--- src/rtl/uart_word_rx.sv ---
// -----------------------------------------------------------------------------
// uart_word_rx
//
// Receive side of the 32-bit word link. Recovers 8N1 UART bytes from an
// asynchronous serial line. Each bit is decided by a 3-sample majority vote
// taken around mid-bit. Four consecutive bytes, LSB byte first, are assembled
// into one 32-bit word. The completed word is presented with a one-cycle valid
// strobe.
//
// Parameters
//   CLKS_PER_BIT  clk cycles per UART bit (>= 8)
//   TIMEOUT_BITS  idle bit-times allowed between the bytes of one word before
//                 the partial word is abandoned
//
// Ports
//   clk                in   system clock
//   rst                in   asynchronous, active-high reset
//   rx_serial          in   asynchronous serial input, idle high
//   o_sys_data         out  last completed word; byte0 in [7:0], byte3 in [31:24]
//   sys_rx_data_valid  out  one-cycle pulse: o_sys_data updated this cycle
//   frame_error        out  one-cycle pulse: stop bit sampled low
//   word_timeout       out  one-cycle pulse: partial word abandoned
//   rx_busy            out  byte in flight or word partially assembled
// -----------------------------------------------------------------------------
module uart_word_rx #(
  parameter int CLKS_PER_BIT = 434,
  parameter int TIMEOUT_BITS = 20
) (
  input  logic        clk,
  input  logic        rst,
  input  logic        rx_serial,
  output logic [31:0] o_sys_data,
  output logic        sys_rx_data_valid,
  output logic        frame_error,
  output logic        word_timeout,
  output logic        rx_busy
);

  localparam int BW         = $clog2(CLKS_PER_BIT);
  localparam int HALF       = CLKS_PER_BIT / 2;
  localparam int IDLE_LIMIT = TIMEOUT_BITS * CLKS_PER_BIT;
  localparam int IW         = $clog2(IDLE_LIMIT + 1);

  localparam logic [BW-1:0] CNT_LO    = BW'(HALF - 1);
  localparam logic [BW-1:0] CNT_MID   = BW'(HALF);
  localparam logic [BW-1:0] CNT_HI    = BW'(HALF + 1);
  localparam logic [BW-1:0] CNT_LAST  = BW'(CLKS_PER_BIT - 1);
  localparam logic [IW-1:0] IDLE_LAST = IW'(IDLE_LIMIT - 1);

  typedef enum logic [1:0] {IDLE, START, DATA, STOP} state_t;

  state_t          state, state_nxt;
  logic [1:0]      sync;
  logic            rxs;
  logic [BW-1:0]   baud_cnt;
  logic [2:0]      bit_idx;
  logic [7:0]      shreg;
  logic            s_lo, s_mid;
  logic            armed;
  logic [1:0]      byte_cnt;
  logic [23:0]     lanes;
  logic [IW-1:0]   idle_cnt;

  logic at_lo, at_mid, at_hi, vote;
  logic start_go, bit_shift, accept, ferr, tmo;

  // Two-flop synchronizer; resets to the idle (high) line level so reset
  // release never looks like a start edge.
  always_ff @(posedge clk or posedge rst) begin
    if (rst) sync <= 2'b11;
    // NOTE: sequential state uses non-blocking assignments so every flop
    // samples the pre-edge values of the others.
    else     sync <= {sync[0], rx_serial};
  end

  assign rxs    = sync[1];
  assign at_lo  = (baud_cnt == CNT_LO);
  assign at_mid = (baud_cnt == CNT_MID);
  assign at_hi  = (baud_cnt == CNT_HI);
  // Third sample is the live synchronizer output at H+1.
  assign vote   = (s_lo & s_mid) | (s_lo & rxs) | (s_mid & rxs);

  assign rx_busy = (state != IDLE) || (byte_cnt != 2'd0);

  // State register
  always_ff @(posedge clk or posedge rst) begin
    if (rst) state <= IDLE;
    else     state <= state_nxt;
  end

  // Next-state and control strobes
  always_comb begin
    // NOTE: every output of this block gets a default first, so no path can
    // leave a value unassigned and infer a latch.
    state_nxt = state;
    start_go  = 1'b0;
    bit_shift = 1'b0;
    accept    = 1'b0;
    ferr      = 1'b0;
    // Timeout is independent of the FSM: a start edge in the same cycle still
    // proceeds, and that byte becomes byte 0 of a fresh word.
    tmo       = (state == IDLE) && (byte_cnt != 2'd0) && (idle_cnt == IDLE_LAST);
    unique case (state)
      IDLE: begin
        if (!rxs && armed) begin
          state_nxt = START;
          start_go  = 1'b1;
        end
      end
      START: begin
        if (at_hi) state_nxt = vote ? IDLE : DATA;
      end
      DATA: begin
        if (at_hi) begin
          bit_shift = 1'b1;
          if (bit_idx == 3'd7) state_nxt = STOP;
        end
      end
      STOP: begin
        // Returning to IDLE at mid stop bit lets the next start bit be caught
        // even when frames are sent back to back.
        if (at_hi) begin
          accept    = vote;
          ferr      = ~vote;
          state_nxt = IDLE;
        end
      end
      default: state_nxt = IDLE;
    endcase
  end

  // Bit timing and sampling
  always_ff @(posedge clk or posedge rst) begin
    if (rst) begin
      baud_cnt <= '0;
      bit_idx  <= '0;
      shreg    <= '0;
      s_lo     <= 1'b1;
      s_mid    <= 1'b1;
      armed    <= 1'b1;
    end else begin
      if (start_go)
        baud_cnt <= '0;
      else if (state != IDLE)
        baud_cnt <= (baud_cnt == CNT_LAST) ? '0 : baud_cnt + 1'b1;

      if (at_lo)  s_lo  <= rxs;
      if (at_mid) s_mid <= rxs;

      if (state == START && at_hi) bit_idx <= '0;
      else if (bit_shift)          bit_idx <= bit_idx + 1'b1;

      if (bit_shift) shreg <= {vote, shreg[7:1]};

      // After a frame error the line must return high before another start
      // is accepted, so a held-low break produces a single error.
      if (ferr)     armed <= 1'b0;
      else if (rxs) armed <= 1'b1;
    end
  end

  // Word assembly, inter-byte timeout and output pulses
  always_ff @(posedge clk or posedge rst) begin
    if (rst) begin
      // NOTE: the lane storage is reset along with the control state so that
      // no byte of an interrupted word can leak into a later one.
      lanes             <= '0;
      byte_cnt          <= '0;
      idle_cnt          <= '0;
      o_sys_data        <= '0;
      sys_rx_data_valid <= 1'b0;
      frame_error       <= 1'b0;
      word_timeout      <= 1'b0;
    end else begin
      sys_rx_data_valid <= accept && (byte_cnt == 2'd3);
      frame_error       <= ferr;
      word_timeout      <= tmo;

      if (state_nxt != IDLE || byte_cnt == 2'd0 || tmo)
        idle_cnt <= '0;
      else
        idle_cnt <= idle_cnt + 1'b1;

      if (tmo || ferr) begin
        byte_cnt <= '0;
      end else if (accept) begin
        byte_cnt <= byte_cnt + 1'b1;
        unique case (byte_cnt)
          2'd0: lanes[7:0]   <= shreg;
          2'd1: lanes[15:8]  <= shreg;
          2'd2: lanes[23:16] <= shreg;
          2'd3: o_sys_data   <= {shreg, lanes};
          default: ;
        endcase
      end
    end
  end

endmodule

--- config.mk ---
export PLATFORM = sky130hd
export DESIGN_NAME = uart_word_rx
export DESIGN_NICKNAME = d
export VERILOG_FILES = /design/src/rtl/uart_word_rx.sv
export SDC_FILE = /design/constraint.sdc
export NUM_CORES = 1
export LEC_CHECK = 0
export CORE_AREA = 2 2 86 88
export DETAILED_ROUTE_END_ITERATION = 7
export DIE_AREA = 0 0 88 90
export DONT_BUFFER_PORTS = 1
export PLACE_DENSITY = 0.85
export SYNTH_ARGS = -nofsm -noshare
export SYNTH_HDL_FRONTEND = slang
export SYNTH_SLANG_ARGS = --single-unit
export TNS_END_PERCENT = 50
--- constraint.sdc ---
create_clock -name clk -period 6.45 [get_ports clk]
set_input_delay 1.29 -clock clk [delete_from_list [all_inputs] [get_ports clk]]
set_output_delay 1.29 -clock clk [all_outputs]
set_load 0.01 [all_outputs]
# Yosys cells after proc, flatten, opt, wreduce, memory -nomap -nowiden
# Index checks and enable logic that the tools add are counted.
# op_classes
add_sub_neg	4
n_eq_ne	12
mux	25
bitwise	7
reduce_logical	23
# op_table
op	n
$eq A9 B8 Y1 const B	3
$mux W9	3
$mux W2	8
$add A14 B1 Y14 const B	1
$eq A14 B14 Y1 const B	1
$mux W14	1
$reduce_bool A2 Y1	7
$reduce_and A3 Y1	4
$mux W1	10
$add A9 B1 Y9 const B	1
$eq A9 B9 Y1 const B	1
$eq A2 B2 Y1 const B	4
$pmux W2 S4	1
$mux W3	2
$logic_and A1 B1 Y1	5
$eq A2 B1 Y1 const B	2
$logic_not A2 Y1	2
$logic_or A1 B1 Y1	4
$add A3 B1 Y3 const B	1
$and A1 B1 Y1	3
$eq A3 B3 Y1 const B	1
$add A2 B1 Y2 const B	1
$not A1 Y1	2
$or A1 B1 Y1	2
$logic_not A1 Y1	1
# word_totals
regBits	102
in_bits	3
out_inout_bits	36
word_cells	88

# Depth between registers and ports, before layout
# logic_depth
ltp_word	10
ltp_mapped	8
mapped_depth_nobuf	6

# Worst setup path before layout
# No wires, ideal clock.
# synth_path
kind	register to output
start	reg state[0]
end	out rx_busy
t_arrival_ps	886
required_time_ps	5160
slack_ps	4274
path_stages_with_launch	4
path_buffers	1
path_cell_list	dfrtp_1 > buf_4 > nor2_1 > nand2_1
# synth_via
elab_chain_cells	2
# synth_rtl
element	line	rtl
start, declared	52	state_t state, state_nxt;
start signal, assigned	88	else state <= state_nxt;
$reduce_bool A2 Y1	83	assign rx_busy = (state != IDLE) || (byte_cnt != 2'd0);
$logic_or A1 B1 Y1	83	
end, declared	36	output logic rx_busy
# No other way between the ends.

# Worst setup path after layout
# layout_path
start	reg state[1]
end	out rx_busy
# Same word-level chain as after synthesis.

==> results.md <==
- Clock sinks: 102
- Layout net count: 357
- Fin area: 0.00488 mm²
- Slew HR: 34.0%
- Resize count post-CTS: 0
- Tcrit/Tclk final: 42.0%
- Logic pwr share: 6.6%
- Setup TNS Final: 0 ns
- Dominant synthesized flop cell: dfrtp_1
- CTS tree: yes
- Hold_buf cts: 0
- Leakage power: 2.34 nW
- Slew Limit Fails: 0
- R2R Path Start: state[1]
- Root Driver: clkbuf_8
- Post-synth top cells: dfrtp_1, mux2_2, mux2_4
- Clock buffer depth: 2
- Clock power frac: 35.9%
- Crit path max fanout: 12
- Fraction of registers with async set/reset: 100%
- Hold wc startpoint: sync[0]
- Setup crit start kind: flop
- Hold EP: sync[1]
- First-pass GRT wire length: 13,100 µm
- Routed WL: 7590 µm
- Post-synth top area share: 52.5%
- Cell type with the largest total area after synthesis: dfrtp_1
- R2R Setup Slk: 3.97 ns
- Ports: 39
- Fin Hold WS: 0.365 ns
- Gpl congestion: 0.865
- PnR Total Power: 1.21 mW
- Largest net degree at the start of global routing: 68
- Synth Area per Inst: 13.6 µm²
- DIE AREA: 0.00792 mm²
- NetSw: 0.291 mW
- P_int: 0.915 mW
- Initial Util: 65.9%
- Vias in the first global route: 2,695
- Layout cells sized above 1: 32.3%
- Antenna violations before repair: 0
- DP HPWL: 5210 µm
- Postcts setup bufs: 0
- Count leader, synth: dfrtp_1
- Reg2reg end: idle_cnt[13]
- Synthesized area: 0.00463 mm²
- Vias per cell: 5.64
- Skew final: 0.0114 ns
- Status: finished clean
- Sw Ratio: 24.1%
- Num CTS Buffers: 9
- Total of max-cap violations: 0
- Antenna cells: 0
- Largest cells by area after synthesis: dfrtp_1, mux2_4, mux2_2
- Tightest Pin Transition: 0.971 ns
- Dpl cell area: 0.00466 mm²
- Arrival @ worst endpoint: 1.42 ns
- Seq cells post-synth: 102
- Later-pin clock latency in the skew report: 0.36 ns
- Fin. Hold Viols: 0
- Yosys cell types: 52
- Gr usage total: 21.3%
- Worst setup path class: flop to output port
- Buffers added on ports: 0
- RSZ-0062 raised after global routing: no
- Power share of the sequential group: 57.5%
- CTS clk-pin slew, worst paths: 0.09 ns
- Final min period: 2.71 ns
- Min-Delay Path Depth: 0
- Syn Inst Count: 340
- Net count after synthesis: 354
- First DRT Iteration DRCs: 126
- Overflow after GRT: 0
- FF-to-FF path depth: 4
- Final setup viols: 0
- Remaining routing DRC violations: 0
- Min-delay worst type: flop to flop
- Post-route ant nets: 0
- Register area share after synthesis: 55.3%
- Maximum clock rate: 369 MHz
- Vias: 2,514
- CP endpoint kind: output port
- Area added between synthesis and finish: 5.54%
- Ys Warns: 0
- PwrDens: 247 mW/mm²
- Htree depth: 3
- Die Ht: 90 µm
- Count of flip-flops with a built-in enable after synthesis: 0
- 1st-pass router iterations: 4
- Worst EP required: 5.16 ns
- Num rows: 31
- Die X: 88 µm
- Max rail drop VDD: 183 µV
- Core area: 0.00702 mm²
- Routed wire length per instance: 17.0 µm
## placed cells by master, fill, tap and decap left out, types with 3 or more instances in the layout
cell type  synthesis  routed
dfstp_2            5       5
nand3_1            9       9
a21oi_1            3       3
xor2_1             6       6
a211oi_1           3       3
mux2_4            30      30
dfrtp_1           97      97
inv_1             11      10
or3_1              3       3
clkbuf_8           0       9
o2bb2ai_1          3       3
nand2_1           20      20
xnor2_1            6       6
a22o_1             3       3
nand4_1            7       7
ha_1              11      11
nor2_1            11      11
and3_1             3       3
mux2_2            37      37
nand2_2            4       4
nor3_1             9       9
nor2b_1            3       3
o21bai_1           3       3
o21ai_0            7       7
nor3_2             8       8
## layer usage
layer	vias to the layer above	track usage, %	share of wire [%]
met5	-	0	0
met4	0	5.26	1.0
met3	8	6.06	3.4
met2	39	35.9	52
met1	1252	26.8	44
li1	1215	-	-
## final cells by class
| type | count | area (µm²) |
|---|---|---|
| sequential | 102 | 2560 |
| tap | 99 | 124 |
| clock buffer | 9 | 124 |
| inverter | 11 | 43.8 |
| clock inverter | 6 | 96.3 |
| multi-input combinational | 217 | 1920 |
| timing repair buffer | 2 | 15.0 |
| fill | 489 | 2140 |
## metrics by stage
stage          util, %  worst slack, ns  instances
6_report          69.6             3.74        446
5_1_grt           69.6             3.61        446
4_1_cts           69.6             3.71        446
3_5_place_dp      66.4             3.94        431
3_3_place_gp      66.4             4.06        431
2_1_floorplan        -             2.49        340
## power groups by stage
stage / combinational [mW] / clock [mW] / sequential [mW]
2_1_floorplan: 0.0651 / 0 / 0.696
3_3_place_gp: 0.0757 / 0 / 0.703
3_5_place_dp: 0.0796 / 0 / 0.706
4_1_cts: 0.0799 / 0.449 / 0.693
5_1_grt: 0.0924 / 0.478 / 0.699
6_report: 0.0790 / 0.433 / 0.694
## cells by family (layout without fill, tap and decap cells)
logic type | count (synthesis) | in the layout | synth area share, %
flip-flops | 102 | 102 | 55.3
XOR/XNOR | 12 | 12 | 2.27
AND/OR/NAND/NOR | 93 | 93 | 12.1
buffers and inverters | 21 | 28 | 3.16
adder cells (fa/ha/maj) | 12 | 12 | 3.22
multiplexers | 70 | 70 | 19.5
AO/OA/AOI/OAI | 30 | 30 | 4.49
## worst max-delay path by stage
stage / startpoint / to / slack [ns]
after floorplan: rst / baud_cnt[0] / 2.49
after detailed placement: state[1] / idle_cnt[13] / 3.94
after global placement: rst / idle_cnt[8] / 4.06
after CTS: state[1] / rx_busy / 3.71
final: state[1] / rx_busy / 3.74
after global routing: state[1] / rx_busy / 3.61
## state kept, by name, indices dropped and copies added (netlist names)
| register | flops |
|---|---|
| frame_error | 1 |
| sys_rx_data_valid | 1 |
| sync | 2 |
| s_mid | 1 |
| lanes | 24 |
| byte_cnt | 2 |
| idle_cnt | 14 |
| baud_cnt | 9 |
| state | 2 |
| armed | 1 |
| bit_idx | 3 |
| s_lo | 1 |
| word_timeout | 1 |
| shreg | 8 |
| o_sys_data | 32 |
## critical path: stages (launching register included)
cell     delay, ns
dfrtp_1       0.50
nor2_1        0.38
nand2_1       0.19
Note: power is estimated with default switching activity, not from simulation.
